<file path="config.mk">
export PLATFORM = sky130hd
export DESIGN_NAME = lfsr_clt_sampler
export DESIGN_NICKNAME = d
export VERILOG_FILES = /design/src/rtl/lfsr_clt_sampler.sv
export SDC_FILE = /design/constraint.sdc
export NUM_CORES = 1
export LEC_CHECK = 0
export ABC_AREA = 1
export BUFFER_PORTS_ARGS = -buffer_cell sky130_fd_sc_hd__buf_2
export CAP_MARGIN = 20
export CORE_AREA = 2 2 184 186
export DETAILED_ROUTE_END_ITERATION = 10
export DIE_AREA = 0 0 186 188
export PLACE_DENSITY = 0.34
export SKIP_CTS_REPAIR_TIMING = 1
export SYNTH_ARGS = -nofsm -noshare
export SYNTH_HDL_FRONTEND = slang
export SYNTH_SLANG_ARGS = --single-unit
</file>
<file path="constraint.sdc">
create_clock -name clk -period 5 [get_ports clk]
set_input_delay 0.25 -clock clk [delete_from_list [all_inputs] [get_ports clk]]
set_output_delay 0.25 -clock clk [all_outputs]
set_load 0.03 [all_outputs]
</file>
<file path="src/rtl/lfsr_clt_sampler.sv">
// Consumer of a 151-bit, 7-bit-per-step LFSR: sums NUM_SUM fresh samples, re-centres the sum
// to a signed zero-mean value and hands it out through a 2-entry valid/ready buffer.
module lfsr_clt_sampler #(
   parameter int SAMPLE_W = 7,
   parameter int NUM_SUM  = 4,
   localparam int OUT_W   = SAMPLE_W + $clog2(NUM_SUM)
) (
   input  logic             clk,
   input  logic             rst,
   input  logic             seed_valid,
   input  logic [150:0]     seed,
   output logic             lfsr_set,
   output logic [150:0]     lfsr_seed,
   output logic             lfsr_advance,
   input  logic [150:0]     lfsr_state,
   output logic             out_valid,
   input  logic             out_ready,
   output logic [OUT_W-1:0] out_data,
   output logic             seeded
);

   localparam int CNT_W = $clog2(NUM_SUM);
   localparam logic [CNT_W-1:0] LAST_CNT = CNT_W'(NUM_SUM - 1);

   typedef enum logic {S_UNSEEDED, S_ACCUM} state_t;

   state_t           r_state;
   logic [OUT_W-1:0] r_acc;
   logic [CNT_W-1:0] r_cnt;
   logic [OUT_W-1:0] r_buf0;
   logic [OUT_W-1:0] r_buf1;
   logic [1:0]       r_count;
   logic             r_valid;
   logic             r_seeded;

   logic             w_step;
   logic             w_last;
   logic             w_push;
   logic             w_pop;
   logic [OUT_W-1:0] w_sample;
   logic [OUT_W-1:0] w_sum;
   logic [OUT_W-1:0] w_centred;
   logic [1:0]       w_count_next;
   logic             w_unused_state;

   assign lfsr_set  = seed_valid;
   assign lfsr_seed = seed;

   assign w_sample = {{CNT_W{1'b0}}, lfsr_state[SAMPLE_W-1:0]};
   assign w_sum    = r_acc + w_sample;
   // Subtracting NUM_SUM*2^(SAMPLE_W-1) from an OUT_W-bit sum is exactly an MSB flip.
   assign w_centred = {~w_sum[OUT_W-1], w_sum[OUT_W-2:0]};

   // The stall test uses the buffer count before any pop, so a full buffer never steps.
   assign w_step       = (r_state == S_ACCUM) && (r_count != 2'd2) && !seed_valid;
   assign w_last       = (r_cnt == LAST_CNT);
   assign w_push       = w_step && w_last;
   assign w_pop        = r_valid && out_ready;
   assign w_count_next = r_count + {1'b0, w_push} - {1'b0, w_pop};

   assign w_unused_state = ^lfsr_state[150:SAMPLE_W];

   assign lfsr_advance = w_step;
   assign out_valid    = r_valid;
   assign out_data     = r_buf0;
   assign seeded       = r_seeded;

   always_ff @(posedge clk or posedge rst) begin
      if (rst) begin
         r_state  <= S_UNSEEDED;
         r_acc    <= '0;
         r_cnt    <= '0;
         r_buf0   <= '0;
         r_buf1   <= '0;
         r_count  <= 2'd0;
         r_valid  <= 1'b0;
         r_seeded <= 1'b0;
      end else if (seed_valid) begin
         r_state  <= S_ACCUM;
         r_acc    <= '0;
         r_cnt    <= '0;
         r_buf0   <= '0;
         r_buf1   <= '0;
         r_count  <= 2'd0;
         r_valid  <= 1'b0;
         r_seeded <= 1'b1;
      end else begin
         if (w_step) begin
            if (w_last) begin
               r_acc <= '0;
               r_cnt <= '0;
            end else begin
               r_acc <= w_sum;
               r_cnt <= r_cnt + 1'b1;
            end
         end

         // A push can only meet a pop at count 1, where the new entry becomes head.
         case ({w_push, w_pop})
            2'b10: begin
               if (r_count == 2'd0) r_buf0 <= w_centred;
               else                 r_buf1 <= w_centred;
            end
            2'b01:   r_buf0 <= r_buf1;
            2'b11:   r_buf0 <= w_centred;
            default: ;
         endcase

         r_count <= w_count_next;
         r_valid <= (w_count_next != 2'd0);
      end
   end

endmodule

</file>
==> results of run 1 <==
==> synthesized netlist by cell type, types with 2 or more instances <==
library cell	instances	share of area
buf_4	152	0.38
nand2_1	81	0.10
dfrtp_1	33	0.27
inv_1	27	0.033
nand3_1	19	0.031
o21ai_1	16	0.026
ha_1	11	0.045
nor2_1	9	0.011
inv_2	6	0.0074
a21oi_1	5	0.0083
a21oi_2	5	0.014
o21ai_0	4	0.0066
nand2_4	3	0.011
xnor2_1	3	0.0087
buf_2	2	0.0033
nor2_4	2	0.0074
==> cell families (layout without fill, tap and decap cells) <==
logic type	after synthesis	count (layout)	share of synthesized area
xor+xnor	4	4	0.01158
simple gates	119	119	0.1736
compound gates	34	34	0.06573
flops	33	33	0.2728
other cells	0	1	0
fa+ha+maj	12	12	0.05209
buf+inv	188	66	0.4241
==> layer usage <==
layer | GRT usage | wire length [um] | vias up
met4 | 0.04906 | 894 | 0
met3 | 0.04758 | 1972 | 76
li1 | - | - | 823
met2 | 0.06877 | 3537 | 94
met5 | 0 | 0 | -
met1 | 0.04564 | 2780 | 744
==> area by class of cell <==
class,instances,share of cell area
tap,448,0.2037
multi-input combinational,169,0.3333
antenna,1,0.0009095
timing repair buffer,24,0.04457
sequential,33,0.3001
inverter,34,0.04820
clock buffer,5,0.04548
clock inverter,3,0.02365
==> power groups by stage <==
stage	combinational [mW]	clock, mW	sequential [mW]
after detailed placement	0.506	0	0.380
final	0.488	0.412	0.375
after global routing	0.563	0.436	0.385
after floorplan	0.531	0	0.429
after CTS	0.507	0.423	0.377
after global placement	0.507	0	0.380
==> flip-flops by register name, summed over array words and instances, names as in the netlist <==
register   flops
r_cnt          2
seeded         1
out_data       9
out_valid      1
r_buf1         9
r_acc          9
r_count        2
==> tightest hold or removal path: stages <==
cell and delay, ns:
buf_2 0.09, inv_1 0.04, buf_4 0.40
==> through the flow <==
stage	area, um^2	hold slack (ns)
detailed placement	2559	0.4038
finish	2751	0.06796
floorplan	3027	0.3131
global placement	2559	0.4012
global route	2749	0.1266
CTS	2749	0.1025
==> path summary, 6_finish.rpt <==
kind | endpoint | cells after the start
setup / recovery | out_data[2]$_DFFE_PP0P_ | 8
hold / removal | out_valid$_DFF_PP0_ | 3
setup reg to reg | out_data[2]$_DFFE_PP0P_ | 8
hold reg to reg | out_data[7]$_DFFE_PP0P_ | 2
max in group asynchronous | r_acc[4]$_DFFE_PP0P_ | 3
min in group clk | r_count[0]$_DFF_PP0_ | 2
==> reports/results.tsv, run 1 <==
metric	value	unit
fmax	499.9	MHz
cts.path.max_buffers	2	
comb_power_share	0.383	
stdcell_count	717	
worstPathRequired	5.17	ns
drt_pass1_iterations	4	
cts_tree	done	
r2r_slack	3.00	ns
drtIter0Drc	81	
switching_share	0.3907	
final-seq-area	825.8	um^2
tns	0	ns
arrival	2.17	ns
fin_crit_sh	0.4001	
clk_pin_slew_worst_paths	0.06	ns
synth_cell_type_count	28	
die_area	0.03497	mm^2
clock_skew	0.006614	ns
io_pins	470	
avgViaCountPerCell	2.423	
place_ws	2.880	ns
coreArea	0.03311	mm^2
final_common_cell	nand2_1	
cts.sinks	33	
p_switching	498.4	uW
grt-ovfl-total	0	
gp_routability_congestion	0.6850	
fp.dieW	186	um
slew_headroom	0.6826	
p_per_area	463.7	mW/mm^2
power	1.276	mW
layout_setup_ws	2.999	ns
antenna_found_initial	1	
synth_nets	708	
status	completed	
grt_max_degree	34	
dpl.hpwl	7663	um
worstSetupEndpointType	flip-flop	
ir_worst_vdd	0.1683	mV
grtUsageTotal	0.05178	
yosysWarnings	0	
layout-drive-gt1-share	0.1903	
fin_util	0.08309	
postRouteAntennaNets	0	
cp-start-kind	flip-flop	
nets	585	
slew_viol_final	0	
cp-startpoint	r_cnt[0]$_DFFE_PP0P_	
syn2layout_area_growth	-9.095	%
synth_seq_area_share	0.2728	
path_buf_inv	3	
fill_cells	3881	
async_flop_share	1.000	
rsz0062_at_grt	false	
cp_top_family	adder cells	
r2r_start	r_cnt[0]$_DFFE_PP0P_	
synth_area	0.003027	mm^2
wl_per_cell	12.81	um
synthFlopType	dfrtp_1	
post-route-min-period	2.001	ns
synth_edf_count	0	
multi_input_area	917.1	um^2
vias	1737	
synth_seq_cells	33	
cp_common_cell	inv_1	
initial_core_util	0.09140	
drc	0	
grt_pass1_wl	12650	um
dp_cells	708	
clk_latency	0.28	ns
crit_type	reg2reg	
synthCells	390	
wl	9186	um
p_seq_frac	0.294	
max_stage_delay	0.40	ns
cts_root_buf	clkbuf_16	
portBuffers	23	
cts_made_buffers	5	
maxCapViolations	0	
hp-class	in2async	
htree_levels	2	
mostFrequentLayoutCells	nand2_1 (81), dfrtp_1 (33), inv_1 (27)	
p_clk_frac	0.323	
critPathSlowestCell	dfrtp_1	
cp_max_fo	13	
cp_cell_sequence	ha_1 > inv_1 > nor2_1 > inv_1 > ha_1 > inv_1 > o21ai_0 > o21ai_1	
worst_pin_slew	0.4761	ns
power.leakage	1.238	nW
hold_violations	0	
fp-row-count	67	
avgSynthCellArea	7.761	um^2
setup_violations	0	
die_h	188	um
grt_pass1_vias	1772	
p_int	777.3	uW
(Power assumes the default switching activity.)
==> inputs of run 2 (changes only) <==
--- a/config.mk
+++ b/config.mk
@@ -5,12 +5,12 @@
 export SDC_FILE = /design/constraint.sdc
 export NUM_CORES = 1
 export LEC_CHECK = 0
-export ABC_AREA = 1
+export ABC_AREA = 0
 export BUFFER_PORTS_ARGS = -buffer_cell sky130_fd_sc_hd__buf_2
 export CAP_MARGIN = 20
-export CORE_AREA = 2 2 184 186
+export CORE_AREA = 2 2 182 184
 export DETAILED_ROUTE_END_ITERATION = 10
-export DIE_AREA = 0 0 186 188
+export DIE_AREA = 0 0 184 186
 export PLACE_DENSITY = 0.34
 export SKIP_CTS_REPAIR_TIMING = 1
 export SYNTH_ARGS = -nofsm -noshare
==> constraint.sdc (replaced) <==
create_clock -name clk -period 1.8 [get_ports clk]
set_input_delay 0.09 -clock clk [delete_from_list [all_inputs] [get_ports clk]]
set_output_delay 0.09 -clock clk [all_outputs]
set_load 0.03 [all_outputs]
==> run 2 against run 1 <==
The flow now finishes with violations (setup timing); non-clock buffer count grew 35; hold slack gained 0.11 ns; clock power grew 150%; fmax shrank 3.1%; worst setup slack lost 3.3 ns; die area shrank 2.1%; core utilization grew 1.1 points; sequential share of layout area shrank 2.7 points; first-iteration DRC count shrank 15%; clock skew shrank 0.0031 ns.
==> reports/results.tsv, run 2 <==
metric	value	unit
status	finished with violations	
violations	setup timing	
cts_root_buf	clkbuf_16	
avgViaCountPerCell	2.621	
cp_num_cells	7	
die_area	0.03422	mm^2
slew_viol_final	0	
die_h	186	um
portBuffers	23	
cp-start-kind	flip-flop	
maxCapViolations	0	
fin_crit_sh	1.147	
grtUsageTotal	0.05950	
design_area	0.003032	mm^2
synth.top_cells.by_area	buf_4 (40%), dfrtp_1 (29%), a22o_1 (5.2%), ha_1 (4.8%), nand2_1 (1.7%)	
slew_headroom	0.6820	
synthFlopType	dfrtp_1	
synth_top_area_share	0.4000	
grt_pass1_wl	13700	um
fin_hold_ws	0.1747	ns
ff2ff_path_depth	7	
fp.dieW	184	um
critPathSlowestCell	dfrtp_1	
wl	10220	um
setup_violations	12	
nets	535	
grt_pass1_vias	1680	
power.leakage	1.244	nW
path_buf_inv	0	
ir_worst_vdd	0.3552	mV
mostFrequentLayoutCells	dfrtp_1 (32), buf_4 (31), buf_2 (23)	
fmax	484.5	MHz
synth_seq_cells	33	
synth_area	0.002853	mm^2
vias	1641	
synth_edf_count	0	
p_per_area	1258	mW/mm^2
fp-row-count	66	
cp_common_cell	o21ai_2	
async_flop_share	1.000	
power	3.815	mW
yosysWarnings	0	
coreArea	0.03221	mm^2
clock_skew	0.003560	ns
cts.path.max_buffers	2	
avgSynthCellArea	9.202	um^2
syn2layout_area_growth	6.272	%
worstSetupEndpointType	flip-flop	
synth_cell_type_count	36	
hold_violations	0	
synth_nets	628	
fill_cells	3738	
grt_max_degree	34	
synth_seq_area_share	0.2895	
arrival	2.23	ns
diodes	0	
htree_levels	2	
yosysMostFrequentCell	buf_4	
synth_largest_area_cell	buf_4	
cts_made_buffers	5	
post-route-min-period	2.064	ns
dpl.hpwl	8804	um
synthCells	310	
stdcell_count	626	
hp-class	in2reg	
gp_routability_congestion	0.6966	
worstPathRequired	1.97	ns
grt-ovfl-total	0	
cp_max_fo	3	
dp_cells	611	
dpl-instance-area	0.002600	mm^2
synth_common_cells	buf_4 (152), dfrtp_1 (33), a22o_1 (17), nand2_1 (13), ha_1 (11)	
drtIter0Drc	69	
drt_pass1_iterations	4	
drc	0	
rsz0062_at_grt	true	
cts.sinks	33	
worst_pin_slew	0.4749	ns
layout_setup_ws	-0.2640	ns
cp_top_family	compound AO/OA/AOI/OAI gates	
layout-drive-gt1-share	0.5092	
cp_cell_sequence	ha_4 > fa_2 > a211oi_2 > o21ai_2 > o21ai_2 > xor2_2 > a221o_1	
clk_latency	0.29	ns
cts_tree	done	
crit_type	reg2reg	
hold-path-cell-count	3	
wl_per_cell	16.33	um
max_stage_delay	0.40	ns
io_pins	470	
antenna_found_initial	0	
final_common_cell	dfrtp_1	
initial_core_util	0.08858	
clk_pin_slew_worst_paths	0.06	ns
postRouteAntennaNets	0	
run 2: changes by cell type in the layout (fill, tap and decap cells not counted), moves of 4 or more:
| cell | delta |
|---|---|
| nand2_1 | -69 |
| inv_2 | -4 |
| inv_1 | -23 |
| ha_1 | -5 |
| nand3_1 | -12 |
| o21ai_2 | +5 |
| ha_4 | +4 |
| o21ai_1 | -15 |
| a22o_1 | +16 |
| nor2_1 | -9 |
| nor2_2 | +4 |
| buf_4 | +30 |
run 2: final timing paths:
path,startpoint,end,slack [ns]
max in group asynchronous,rst,seeded$_DFFE_PP0P_,1.01
min,seed_valid,r_count[0]$_DFF_PP0_,0.17
max,r_acc[0]$_DFFE_PP0P_,out_data[8]$_DFFE_PP0P_,-0.26
min reg2reg,out_data[1]$_DFFE_PP0P_,out_data[1]$_DFFE_PP0P_,0.48
max reg2reg,r_acc[0]$_DFFE_PP0P_,out_data[8]$_DFFE_PP0P_,-0.26
min in group asynchronous,rst,r_count[0]$_DFF_PP0_,0.45
run 2: cell families (layout without fill, tap and decap cells):
kind of cell | after synthesis | in the layout | share of synthesized area
AO/OA/AOI/OAI | 47 | 47 | 0.1197
multiplexers | 4 | 4 | 0.01404
adder cells (fa/ha/maj) | 12 | 12 | 0.05526
flip-flops | 33 | 33 | 0.2895
buffers and inverters | 165 | 73 | 0.4215
XOR/XNOR | 9 | 9 | 0.02763
AND/OR/NAND/NOR | 40 | 40 | 0.07237
run 2: report_power, final:
group	leakage [nW]	total (mW)	internal (mW)	switching, mW
Clock	0.0800	1.02	0.656	0.364
Sequential	0.443	1.03	0.911	0.118
Combinational	0.722	1.77	0.829	0.938
run 2: stage by stage:
| step | setup WS, ns | TNS (ns) | utilization |
|---|---|---|---|
| 6_report | -0.2640 | -1.837 | 0.09413 |
| 3_5_place_dp | -0.4689 | -3.417 | 0.08073 |
| 4_1_cts | -0.4747 | -3.742 | 0.08605 |
| 3_3_place_gp | -0.3749 | -3.377 | 0.08073 |
| 5_1_grt | -0.3287 | -3.145 | 0.09413 |
| 2_1_floorplan | -0.2474 | -1.139 | - |
run 2: tightest hold or removal path, delay by kind of cell:
family / cells / cell delay (ns)
buffers and inverters: 2 / 0.28
AND/OR/NAND/NOR: 1 / 0.05
run 2: routing by layer:
| metal | track usage | vias up | share of wire |
|---|---|---|---|
| met5 | 0.02815 | - | 0.014 |
| met4 | 0.03392 | 4 | 0.038 |
| met3 | 0.07259 | 56 | 0.27 |
| met2 | 0.07351 | 133 | 0.37 |
| met1 | 0.05254 | 755 | 0.31 |
| li1 | - | 693 | - |
run 2: layout make-up:
class / instances / area, um^2 / share of cell area
flip-flops and latches: 33 / 827.0 / 0.2728
clock buffers: 5 / 125.1 / 0.04127
inverters: 6 / 22.52 / 0.007429
multi-input cells: 112 / 1089 / 0.3591
repair buffers: 59 / 411.6 / 0.1358
well taps: 408 / 510.5 / 0.1684
clock inverters: 3 / 46.29 / 0.01527
==> inputs of run 3 (changes only) <==
--- a/config.mk
+++ b/config.mk
@@ -8,10 +8,12 @@
 export ABC_AREA = 0
 export BUFFER_PORTS_ARGS = -buffer_cell sky130_fd_sc_hd__buf_2
 export CAP_MARGIN = 20
-export CORE_AREA = 2 2 182 184
+export CELL_PAD_IN_SITES_DETAIL_PLACEMENT = 0
+export CELL_PAD_IN_SITES_GLOBAL_PLACEMENT = 1
+export CORE_AREA = 2 2 183 185
 export DETAILED_ROUTE_END_ITERATION = 10
-export DIE_AREA = 0 0 184 186
-export PLACE_DENSITY = 0.34
+export DIE_AREA = 0 0 185 187
+export PLACE_DENSITY = 0.5
 export SKIP_CTS_REPAIR_TIMING = 1
 export SYNTH_ARGS = -nofsm -noshare
 export SYNTH_HDL_FRONTEND = slang
==> run 3 against run 2 <==
The run still ends with setup timing left; critical endpoint unchanged; largest power group unchanged; global-route usage shrank 0.68 points; worst setup slack improved by 0.047 ns; largest cell class unchanged; non-clock buffer count rose by 1.
==> reports/results.tsv, run 3 (synthesized netlist as in run 2, its figures left out) <==
metric	value	unit
status	finished with violations	
violations	setup timing	
hold-path-cell-count	3	
avgViaCountPerCell	2.438	
slew_viol_final	0	
cts_made_buffers	5	
power.leakage	1.254	nW
arrival	2.18	ns
hold_violations	0	
die_h	187	um
cts_root_buf	clkbuf_16	
wl	9365	um
power	3.754	mW
drc	0	
grt_pass1_vias	1626	
clk_latency	0.28	ns
cp_max_fo	3	
diodes	0	
layout_setup_ws	-0.2174	ns
antenna_found_initial	0	
crit_type	reg2reg	
clock_skew	0.003411	ns
ir_worst_vdd	0.3656	mV
ff2ff_path_depth	7	
mostFrequentLayoutCells	buf_4 (35), dfrtp_1 (32), buf_2 (23)	
rsz0062_at_grt	true	
vias	1626	
nets	536	
portBuffers	23	
worstSetupEndpointType	flip-flop	
dpl.hpwl	7890	um
setup_violations	12	
grt-ovfl-total	0	
fp.dieW	185	um
maxCapViolations	0	
path_buf_inv	0	
wl_per_cell	14.04	um
place_ws	-0.4187	ns
cp_top_family	compound AO/OA/AOI/OAI gates	
worst_pin_slew	0.4374	ns
clk_pin_slew_worst_paths	0.05	ns
r2r_slack	-0.22	ns
hp-class	in2reg	
cp_cell_sequence	ha_2 > fa_2 > a211oi_2 > o21ai_2 > o21ai_1 > xor2_1 > a221o_1	
whs_endpoint	r_count[0]$_DFF_PP0_	
fin_crit_sh	1.121	
syn2layout_area_growth	7.412	%
cts.path.max_buffers	2	
grtUsageTotal	0.05269	
coreArea	0.03286	mm^2
fmax	495.7	MHz
postRouteAntennaNets	0	
layout-drive-gt1-share	0.5114	
cts_tree	done	
tns	-0.8561	ns
worstPathRequired	1.96	ns
die_area	0.03460	mm^2
grt_pass1_wl	12410	um
htree_levels	2	
cts.sinks	33	
initial_core_util	0.08681	
final_common_cell	buf_4	
critPathSlowestCell	dfrtp_1	
max_stage_delay	0.38	ns
p_per_area	1225	mW/mm^2
io_pins	470	
cp-start-kind	flip-flop	
r2r_start	r_acc[0]$_DFFE_PP0P_	
drt_pass1_iterations	4	
min-delay-start	seed_valid	
gp_routability_congestion	0.6563	
grt_max_degree	34	
drtIter0Drc	87	
slew_headroom	0.7084	
r2r-end	out_data[8]$_DFFE_PP0P_	
fp-row-count	67	
post-route-min-period	2.017	ns
-- run 3: cell types whose count changed in the layout (fill, tap and decap cells not counted), moves of 3 or more --
| cell | previous run | this run |
|---|---|---|
| mux2i_2 | 3 | 0 |
| nand3_1 | 7 | 4 |
| mux2i_1 | 1 | 4 |
| buf_4 | 31 | 35 |
| nand2_2 | 0 | 3 |
| nand2_1 | 12 | 9 |
| xor2_1 | 0 | 4 |
-- run 3: report_power, final --
group          switching [mW]  internal (mW)  total (mW)
Clock                   0.311          0.691        1.00
Combinational           0.911          0.805        1.72
Sequential              0.124          0.912        1.04
-- run 3: per-stage QoR --
step	utilization	instance area (um^2)	hold slack, ns	std cells
global route	0.09325	3064	0.1800	667
finish	0.09325	3064	0.1749	667
floorplan	-	2935	0.2188	310
CTS	0.08597	2825	-0.05013	661
detailed placement	0.08072	2653	0.1802	653
global placement	0.08072	2653	0.1802	653
-- run 3: per-layer routing --
layer | GRT usage | wire length (um)
met1 | 0.04959 | 3026
met2 | 0.06410 | 3493
met3 | 0.05958 | 2310
met4 | 0.03358 | 456
met5 | 0.01571 | 78
-- run 3: worst max path at each step --
| stage | from | endpoint | slack, ns | cells past startpoint |
|---|---|---|---|---|
| 2_1_floorplan | r_count[0]$_DFF_PP0_ | out_data[3]$_DFFE_PP0P_ | -0.25 | 12 |
| 3_3_place_gp | r_acc[0]$_DFFE_PP0P_ | out_data[8]$_DFFE_PP0P_ | -0.47 | 7 |
| 3_5_place_dp | r_acc[0]$_DFFE_PP0P_ | out_data[8]$_DFFE_PP0P_ | -0.42 | 7 |
| 4_1_cts | r_acc[0]$_DFFE_PP0P_ | out_data[8]$_DFFE_PP0P_ | -0.45 | 7 |
| 5_1_grt | r_acc[0]$_DFFE_PP0P_ | out_data[8]$_DFFE_PP0P_ | -0.32 | 7 |
| 6_report | r_acc[0]$_DFFE_PP0P_ | out_data[8]$_DFFE_PP0P_ | -0.22 | 7 |
-- run 3: tightest hold or removal path, delay by kind of cell --
family	cells	cell delay [ns]
buf+inv	2	0.27
simple gates	1	0.05
-- run 3: cell type report --
cell class | count | area, um^2
fill | 3849 | 29800
clock inverter | 1 | 30.03
sequential | 33 | 827.0
timing repair buffer | 60 | 399.1
clock buffer | 7 | 142.6
tap | 448 | 560.5
inverter | 6 | 22.52
multi-input combinational | 112 | 1082
